`src/rtl/tdm_transmission_pkg.sv`:
```
// Shared constants and helpers for the TDM transmission block.
// Holds the default word width and channel count, plus the select-width
// function used by the interface and the top level.
package tdm_transmission_pkg;

    localparam int DEF_WIDTH    = 8;
    localparam int DEF_CHANNELS = 8;

    // Select width is clog2(channels), but never narrower than one bit.
    function automatic int sel_w(input int channels);
        int w;
        w = $clog2(channels);
        return (w < 1) ? 1 : w;
    endfunction

endpackage

```
`src/rtl/tdm_transmission_if.sv`:
```
// Bundle of the producer and consumer signals of the TDM transmission block.
// slave modport: block side (takes in_*, auto_mode, out_ack; drives in_ready, out_*, cur_ch, sel_err).
// master modport: environment side, the mirror image of slave.
interface tdm_transmission_if
    import tdm_transmission_pkg::*;
#(
    parameter int WIDTH    = DEF_WIDTH,
    parameter int CHANNELS = DEF_CHANNELS
);
    localparam int SEL_W = sel_w(CHANNELS);

    logic [WIDTH-1:0]          in_data;
    logic [SEL_W-1:0]          in_sel;
    logic                      in_valid;
    logic                      in_ready;
    logic                      auto_mode;
    logic [CHANNELS*WIDTH-1:0] out_data;
    logic [CHANNELS-1:0]       out_valid;
    logic [CHANNELS-1:0]       out_ack;
    logic [SEL_W-1:0]          cur_ch;
    logic                      sel_err;

    modport slave (
        input  in_data, in_sel, in_valid, auto_mode, out_ack,
        output in_ready, out_data, out_valid, cur_ch, sel_err
    );

    modport master (
        output in_data, in_sel, in_valid, auto_mode, out_ack,
        input  in_ready, out_data, out_valid, cur_ch, sel_err
    );

endinterface

```
`src/rtl/tdm_channel_slot.sv`:
```
// One TDM channel: a holding register for the last word written plus its valid flag.
// Latency: a write is visible on dat_o/vld_o one cycle later.
// Backpressure: none here; the top level only writes when the slot is free or being acked.
// Ports: clk/rst, wr_en_i/wr_dat_i (load), ack_i (consume), dat_o/vld_o (held word).
module tdm_channel_slot #(
    parameter int WIDTH = 8
) (
    input  logic             clk,
    input  logic             rst,
    input  logic             wr_en_i,
    input  logic [WIDTH-1:0] wr_dat_i,
    input  logic             ack_i,
    output logic [WIDTH-1:0] dat_o,
    output logic             vld_o
);

    logic [WIDTH-1:0] dat_q, dat_d;
    logic             vld_q, vld_d;

    // A write wins over an ack so a same-cycle ack+write keeps the slot full.
    // Acks only ever clear the flag; the data stays put until overwritten.
    always_comb begin
        dat_d = dat_q;
        vld_d = vld_q;
        if (wr_en_i) begin
            dat_d = wr_dat_i;
            vld_d = 1'b1;
        end else if (ack_i) begin
            vld_d = 1'b0;
        end
    end

    always_ff @(posedge clk or posedge rst) begin
        if (rst) begin
            dat_q <= '0;
            vld_q <= 1'b0;
        end else begin
            dat_q <= dat_d;
            vld_q <= vld_d;
        end
    end

    assign dat_o = dat_q;
    assign vld_o = vld_q;

endmodule

```
`src/rtl/tdm_transmission.sv`:
```
// TDM transmitter: steers each accepted word into one of CHANNELS holding slots.
// Latency: one cycle from transfer to out_valid/out_data; sel_err pulses the cycle after.
// Backpressure: in_ready drops only while the target slot is full and not being acked.
// Ports: clk/rst plain; bus (slave modport) carries input handshake, channel outputs, acks,
// the round-robin pointer cur_ch and the out-of-range select pulse sel_err.
module tdm_transmission
    import tdm_transmission_pkg::*;
#(
    parameter int WIDTH    = DEF_WIDTH,
    parameter int CHANNELS = DEF_CHANNELS
) (
    input  logic               clk,
    input  logic               rst,
    tdm_transmission_if.slave  bus
);

    localparam int             SEL_W  = sel_w(CHANNELS);
    localparam logic [SEL_W:0] CH_LIM = (SEL_W + 1)'(CHANNELS);

    logic [SEL_W-1:0]          cur_ch_q, cur_ch_d;
    logic                      sel_err_q, sel_err_d;
    logic [SEL_W-1:0]          tgt;
    logic                      in_range;
    logic                      tgt_vld;
    logic                      tgt_ack;
    logic                      in_ready;
    logic                      xfer;
    logic [CHANNELS-1:0]       wr_en;
    logic [CHANNELS-1:0]       vld_vec;
    logic [WIDTH-1:0]          slot_dat [CHANNELS];
    logic [CHANNELS*WIDTH-1:0] dat_flat;

    always_comb begin
        tgt       = bus.auto_mode ? cur_ch_q : bus.in_sel;
        // Extra top bit keeps the compare meaningful when CHANNELS is a power of two.
        in_range  = {1'b0, tgt} < CH_LIM;
        tgt_vld   = 1'b0;
        tgt_ack   = 1'b0;
        for (int k = 0; k < CHANNELS; k++) begin
            if (tgt == SEL_W'(k)) begin
                tgt_vld = vld_vec[k];
                tgt_ack = bus.out_ack[k];
            end
        end
        // Out-of-range words are always accepted so they can be dropped and flagged.
        in_ready  = !in_range || !tgt_vld || tgt_ack;
        xfer      = bus.in_valid && in_ready;
        for (int k = 0; k < CHANNELS; k++) begin
            wr_en[k] = xfer && in_range && (tgt == SEL_W'(k));
        end
        sel_err_d = xfer && !in_range;
        // Pointer only moves on an auto-mode transfer, so a stall holds it on the busy slot.
        cur_ch_d  = cur_ch_q;
        if (xfer && bus.auto_mode) begin
            cur_ch_d = (cur_ch_q == SEL_W'(CHANNELS - 1)) ? '0 : cur_ch_q + SEL_W'(1);
        end
    end

    always_ff @(posedge clk or posedge rst) begin
        if (rst) begin
            cur_ch_q  <= '0;
            sel_err_q <= 1'b0;
        end else begin
            cur_ch_q  <= cur_ch_d;
            sel_err_q <= sel_err_d;
        end
    end

    for (genvar k = 0; k < CHANNELS; k++) begin : g_slot
        tdm_channel_slot #(.WIDTH(WIDTH)) u_slot (
            .clk      (clk),
            .rst      (rst),
            .wr_en_i  (wr_en[k]),
            .wr_dat_i (bus.in_data),
            .ack_i    (bus.out_ack[k]),
            .dat_o    (slot_dat[k]),
            .vld_o    (vld_vec[k])
        );
    end

    always_comb begin
        dat_flat = '0;
        for (int k = 0; k < CHANNELS; k++) begin
            dat_flat[k*WIDTH +: WIDTH] = slot_dat[k];
        end
    end

    assign bus.in_ready  = in_ready;
    assign bus.out_data  = dat_flat;
    assign bus.out_valid = vld_vec;
    assign bus.cur_ch    = cur_ch_q;
    assign bus.sel_err   = sel_err_q;

endmodule

```
`src/flat_wrapper.sv`:
```
// flat-port wrapper written by rule: the top's interface ports become plain ports
module tdm_transmission_flat import tdm_transmission_pkg::*;
#(
    parameter int WIDTH    = DEF_WIDTH,
    parameter int CHANNELS = DEF_CHANNELS
)
  (clk, rst, bus_in_data, bus_in_sel, bus_in_valid, bus_auto_mode, bus_out_ack, bus_in_ready, bus_out_data, bus_out_valid, bus_cur_ch, bus_sel_err);
  tdm_transmission_if #(.WIDTH(WIDTH), .CHANNELS(CHANNELS)) bus_i ();
  input  logic clk;
  input  logic rst;
  input wire logic [$bits(bus_i.in_data)-1:0] bus_in_data;
  input wire logic [$bits(bus_i.in_sel)-1:0] bus_in_sel;
  input wire logic [$bits(bus_i.in_valid)-1:0] bus_in_valid;
  input wire logic [$bits(bus_i.auto_mode)-1:0] bus_auto_mode;
  input wire logic [$bits(bus_i.out_ack)-1:0] bus_out_ack;
  output wire logic [$bits(bus_i.in_ready)-1:0] bus_in_ready;
  output wire logic [$bits(bus_i.out_data)-1:0] bus_out_data;
  output wire logic [$bits(bus_i.out_valid)-1:0] bus_out_valid;
  output wire logic [$bits(bus_i.cur_ch)-1:0] bus_cur_ch;
  output wire logic [$bits(bus_i.sel_err)-1:0] bus_sel_err;
  assign bus_i.in_data = bus_in_data;
  assign bus_i.in_sel = bus_in_sel;
  assign bus_i.in_valid = bus_in_valid;
  assign bus_i.auto_mode = bus_auto_mode;
  assign bus_i.out_ack = bus_out_ack;
  assign bus_in_ready = bus_i.in_ready;
  assign bus_out_data = bus_i.out_data;
  assign bus_out_valid = bus_i.out_valid;
  assign bus_cur_ch = bus_i.cur_ch;
  assign bus_sel_err = bus_i.sel_err;
  tdm_transmission #(.WIDTH(WIDTH), .CHANNELS(CHANNELS)) u_core (.clk(clk), .rst(rst), .bus(bus_i));
endmodule
```
`config.mk`:
```
export PLATFORM = sky130hd
export DESIGN_NAME = tdm_transmission_flat
export DESIGN_NICKNAME = d
export VERILOG_FILES = /design/src/rtl/tdm_transmission_pkg.sv /design/src/rtl/tdm_transmission_if.sv /design/src/rtl/tdm_channel_slot.sv /design/src/rtl/tdm_transmission.sv /design/src/flat_wrapper.sv
export SDC_FILE = /design/constraint.sdc
export NUM_CORES = 1
export LEC_CHECK = 0
export ABC_AREA = 1
export CORE_ASPECT_RATIO = 1.2
export CORE_MARGIN = 3
export CORE_UTILIZATION = 48
export CTS_CLUSTER_DIAMETER = 120
export DETAILED_ROUTE_END_ITERATION = 16
export PLACE_DENSITY = 0.8
export SLEW_MARGIN = 20
export SYNTH_ARGS = -nofsm -noshare
export SYNTH_HDL_FRONTEND = slang
export SYNTH_SLANG_ARGS = --single-unit
```
`constraint.sdc`:
```
create_clock -name clk -period 2.4 [get_ports clk]
set_input_delay 0.24 -clock clk [delete_from_list [all_inputs] [get_ports clk]]
set_output_delay 0.24 -clock clk [all_outputs]
set_load 0.01 [all_outputs]
```
# ---- Yosys cells after proc, flatten, opt, wreduce, memory -nomap -nowiden
# Index checks and enable logic that the tools add are counted.
dict set report word_totals {
  register_bits 75
  latchBits 0
  ramBits 0
  rom_bits 0
  inputBits 23
  out_inout_bits 77
  word_cells 81
  mem_count 0
}
dict set report op_classes {
  add_sub_neg 1
  n_mul 0
  div 0
  order_cmp 0
  n_eq_ne 8
  n_shift 0
  muxes 34
  bitwise 0
  n_reduce_logical 21
}
# cell count
set ops {}
lappend ops {{1-bit 2-to-1 mux} 32}
lappend ops {{2-bit nonzero test} 8}
lappend ops {{3-bit equality test, second input constant} 5}
lappend ops {{1-bit logical AND} 10}
lappend ops {{3-bit by 2-bit equality test with 1-bit output, second input constant} 2}
lappend ops {{3-bit 2-to-1 mux} 2}
lappend ops {{3-bit by 1-bit adder with 3-bit output, second input constant} 1}
lappend ops {{3-bit by 1-bit equality test with 1-bit output, second input constant} 1}
lappend ops {{3-bit zero test} 1}
lappend ops {{1-bit zero test} 1}
lappend ops {{1-bit logical OR} 1}

# ---- Logic depth before layout (Yosys ltp)
dict set report logic_depth {
  depth_word 15
  ltp_mapped 15
  depth_no_buf 14
}

# ---- Hierarchy
# A second synthesis with hierarchy kept.
dict set report unflattened {
  hier_cells 402
  hier_area_um2 3349.5
}
# module n_inst cells_each area_per_inst_um2 seq_area_each_um2
set modules_own_cells {}
lappend modules_own_cells {tdm_channel_slot 8 39 345.3 225.2}
lappend modules_own_cells {tdm_transmission 1 90 586.8 75.1}

# ---- Worst setup path after synthesis
# OpenSTA, ideal clock, no wires.
dict set report synth_path {
  kind {register to register}
  from {reg u_core.cur_ch_q[2], in the netlist u_core.bus.cur_ch[2]}
  to {reg u_core.g_slot[4].u_slot.dat_q[4]}
  setup_ps 118
  arrival_time_ps 1650
  required_time_ps 2282
  slack_ps 632
  stages_incl_launch_ff 15
  path_buffers 3
  synth_period_minus_slack_ps 1768
  cell_sequence {dfrtp_1 > inv_1 > nand2_1 > nand2_2 > buf_6 > nand4_1 > nand3_1 > nor2_1 > nand4_2 > nor2_2 > nand2_2 > buf_12 > buf_6 > nand4_1 > nand2_1}
}
dict set report synth_via {
  elab_chain_cells 14
  word_cells_on_any_way 29
  classes_between {eq/ne (7); mux (17); reduce/logical (5)}
}
# element line_no
set synth_lines {}
lappend synth_lines {{start: declaration} tdm_transmission.sv:20} ;# logic [SEL_W-1:0] cur_ch_q, cur_ch_d;
lappend synth_lines {{start signal: assignment} tdm_transmission.sv:64} ;# cur_ch_q <= cur_ch_d;
lappend synth_lines {{3-bit 2-to-1 mux (*)} tdm_transmission.sv:34} ;# tgt = bus.auto_mode ? cur_ch_q : bus.in_sel;
lappend synth_lines {{3-bit zero test} tdm_transmission.sv:40} ;# if (tgt == SEL_W'(k)) begin
lappend synth_lines {{1-bit 2-to-1 mux (8 in series)} tdm_transmission.sv:40}
lappend synth_lines {{1-bit zero test} tdm_transmission.sv:46} ;# in_ready = !in_range || !tgt_vld || tgt_ack;
lappend synth_lines {{1-bit logical OR} tdm_transmission.sv:46}
lappend synth_lines {{1-bit logical AND} tdm_transmission.sv:47} ;# xfer = bus.in_valid && in_ready;
lappend synth_lines {{1-bit logical AND (*)} tdm_transmission.sv:49} ;# wr_en[k] = xfer && in_range && (tgt == SEL_W'(k));
lappend synth_lines {{end signal: assignment} tdm_channel_slot.sv:38} ;# dat_q <= dat_d;
lappend synth_lines {{end: declaration} tdm_channel_slot.sv:17} ;# logic [WIDTH-1:0] dat_q, dat_d;
# Every way passes the cells marked *; elsewhere a longest branch is shown, timed or not.
# A chain may end at the register's enable or synchronous reset.

# ---- Final worst setup path
dict set report layout_path {
  from {reg u_core.cur_ch_q[1], in the netlist u_core.bus.cur_ch[1]}
  to {out bus_in_ready}
}
dict set report layout_via {
  elab_chain_cells 12
  word_cells_on_any_way 27
  classes_between {eq/ne (7); mux (17); reduce/logical (3)}
}
# element line_no
set layout_lines {}
lappend layout_lines {{3-bit 2-to-1 mux (*)} tdm_transmission.sv:34}
lappend layout_lines {{3-bit zero test} tdm_transmission.sv:40}
lappend layout_lines {{1-bit 2-to-1 mux (8 in series)} tdm_transmission.sv:40}
lappend layout_lines {{1-bit zero test} tdm_transmission.sv:46}
lappend layout_lines {{1-bit logical OR (*)} tdm_transmission.sv:46}
lappend layout_lines {{end: declaration} flat_wrapper.sv:16} ;# output wire logic [$bits(bus_i.in_ready)-1:0] bus_in_ready;
# Marks and branches as above.

==> key figures <==
Outcome
  • Status: complete, no violations

Yosys
  • Synth warn: 0
  • Cell taking the most area after synthesis: dfrtp_1
  • Synth top area share: 0.530
  • Ys flop type: dfrtp_1
  • Seq/Total Area, Yosys: 0.530
  • Synth area leaders: dfrtp_1, nand2_1, nand4_1
  • Distinct cells, synth: 29
  • Seq cells post-synth: 75
  • Post-Syn Area per Cell: 9.29 um^2
  • Post-Synthesis Cells: 381
  • Post-Syn Area: between 3000 and 4000 um^2
  • Most frequent cell after synthesis: nand2_1
  • Ys async rst share: 1.00
  • Commonest cells in the netlist: nand2_1, dfrtp_1, nand4_1
  • Post-synth EDFFs: 0
  • Post-synth net total: 406

Drt
  • Initial DRT Pass Iterations: 5
  • DRC violations left: 0
  • ANT nets after route: 0
  • Initial DRC Count: 310
  • Via count: 3160
  • Avg WL per Cell: between 15 and 20 um
  • Vias per Instance: approximately 5.5
  • WL final: 9.74 mm

Worst setup path
  • CP endpoint kind: primary output
  • Worst path max stage delay: between 400 and 500 ps
  • Critical Path AT: approximately 2000 ps
  • Worst reg2reg path endpoint: u_core.g_slot[1].u_slot.dat_o[3]
  • Slowest-stage cell, CP: dfrtp_1
  • FF-to-FF setup slack: 300 ps
  • CP most frequent cell: nor2_1
  • R2R cell count: 15
  • Worst r2r src: u_core.bus.cur_ch[1]
  • Crit path launch type: register
  • Critical path class: register to primary output
  • Crit-path cells: nand2_1, nand2_2, inv_4, nor2_1, nand2_1, nor2_1, nor2_1, nand4_2, nor2_2, nand2_2, dlygate4sd2_1
  • Crit path from: u_core.bus.cur_ch[1]
  • CP Data Required Time: 2160 ps
  • Max FO, Critical Path: 5

Power and ir drop
  • VDD IR max: 0.746 mV
  • Pwr Total: ~6 mW
  • PwrDens: 1210 nW/um^2
  • Pleak: roughly 2.3 nW

Cells and area
  • Share of layout cells above drive strength 1: 0.147
  • Util after Layout: 0.693
  • Number of diodes: 0
  • Fillers: 540
  • Fin cells: 570
  • Area grow syn2layout: 36.5%
  • Final Cell Area: 4830 um^2
  • Post-layout net count: 504

Clocking
  • Cts hold-fix bufs: 0
  • Worst skew pair latency: around 350 ps
  • CTS tree: yes
  • H-tree lvl count: 3
  • Root buf cell: clkbuf_8
  • Clock slew at reported path FFs: ~80 ps
  • CTS buffer count: 9
  • Clk sinks: 75
  • Clock Path Buffers: 2

Placed design
  • Placed Area: 4630 um^2
  • DP Wirelength: slightly below 7 mm
  • Routability cong.: around 0.92
  • PortBufs: 98
  • Worst slack, placed: -185 ps
  • Placed instance count: 554

Global route
  • Largest net degree at the start of global routing: 38
  • Vias in the first global route: about 3.1k
  • First-pass GRT wire length: roughly 16 mm
  • GRT Total Usage: 0.243
  • GR Overflow Total: 0
  • Initial antenna violation count: 0

Floorplan
  • DIE AREA: between 8000 and 9000 um^2
  • Chip width: approximately 84 um
  • I/O Pins: 100
  • Initial Util: 0.507
  • Die span in y: around 100 um
  • CORE AREA: between 6000 and 7000 um^2
  • Cell row count: 33

STA
  • Tmin final: about 2200 ps
  • Slew @ Worst Pin: 504 ps
  • Endpoints failing setup: 0
  • Slew headroom: 0.663
  • Final worst clock skew: around 12 ps
  • Final WS setup: approximately 170 ps
  • Final Hold Violating Endpoints: 0
  • Final Hold Slack: between 200 and 250 ps
  • Setup TNS Final: 0 ps
  • Period utilization: 0.928
  • Fin. max-slew vios: 0
  • Unrepaired setup endpoints after global routing: no
  • F_max: between 400 and 500 MHz

Min path
  • HP Class: input pin to async pin

Flow run
  • Max-cap violations: 0
-- worst max-delay path, delay by kind of cell (launching register included) --
family / cells / cell delay [ps]
buffers and inverters: 2 / 390
flip-flops: 1 / 420
AND/OR/NAND/NOR: 9 / 820
-- flip-flops by register name, summed over array words and instances (netlist names) --
register,flops
u_core.g_slot.u_slot.dat_o,64
u_core.g_slot.u_slot.vld_o,8
u_core.bus.cur_ch,3
-- cells in the final DEF, fill, tap and decap left out, types with 3 or more instances in the layout --
master and instances:
nor2_2 3, nand2_1 134, clkdlybuf4s50_1 95, dfrtp_1 75, inv_2 5, mux2_2 5
inv_1 11, nand3_4 7, nand2_2 5, buf_4 19, buf_12 5, o21ai_1 7
mux2_1 3, nand4_1 63, clkbuf_8 10, nand3_1 7, nor2_1 9
-- power by group --
group / total, mW / internal [mW] / switching (mW) / leakage [nW]
combinational: 2.67 / 1.45 / 1.23 / 1.27
clock: 0.961 / 0.503 / 0.458 / 0.0954
sequential: 2.20 / 1.84 / 0.364 / 0.942
total: 5.84 / 3.79 / 2.05 / 2.31
-- worst max-delay path by stage --
| stage | end | slack [ps] | cells after the start |
|---|---|---|---|
| 2_1_floorplan | u_core.bus.cur_ch[0] | 250 | 1 |
| 5_1_grt | bus_in_ready | 50 | 11 |
| 4_1_cts | bus_in_ready | 140 | 10 |
| 3_3_place_gp | bus_in_ready | -120 | 12 |
| 6_report | bus_in_ready | 170 | 11 |
| 3_5_place_dp | bus_in_ready | -180 | 12 |
-- routing by layer --
layer | track usage | wire (um)
met3 | 0.0575 | 686
met5 | 0 | 0
met2 | 0.391 | 4740
met1 | 0.326 | 4100
met4 | 0.0816 | 211
-- final cells by class --
class	instances	area, um^2	area share
Clock inverter	4	51.3	0.0106
Inverter	18	72.6	0.0150
Multi-Input combinational cell	253	1370	0.283
Tap cell	87	109	0.0225
Timing Repair Buffer	122	1220	0.252
Clock buffer	11	141	0.0292
Sequential cell	75	1880	0.388
-- repair_timing --
action,CTS,global route
buffers inserted,1,0
endpoints found under the hold margin,0,0
setup endpoints to repair,1,0
gates resized for setup,3,0
-- cells by family (layout without fill, tap and decap cells) --
logic type,after synthesis,in the layout,share of synthesized area
other cells,1,1,0.00106
mux,8,8,0.0254
flops,75,75,0.530
compound gates,7,7,0.00989
simple gates,235,235,0.341
buf+inv,53,155,0.0852
fa+ha+maj,2,2,0.00707
(Power assumes the default switching activity.)
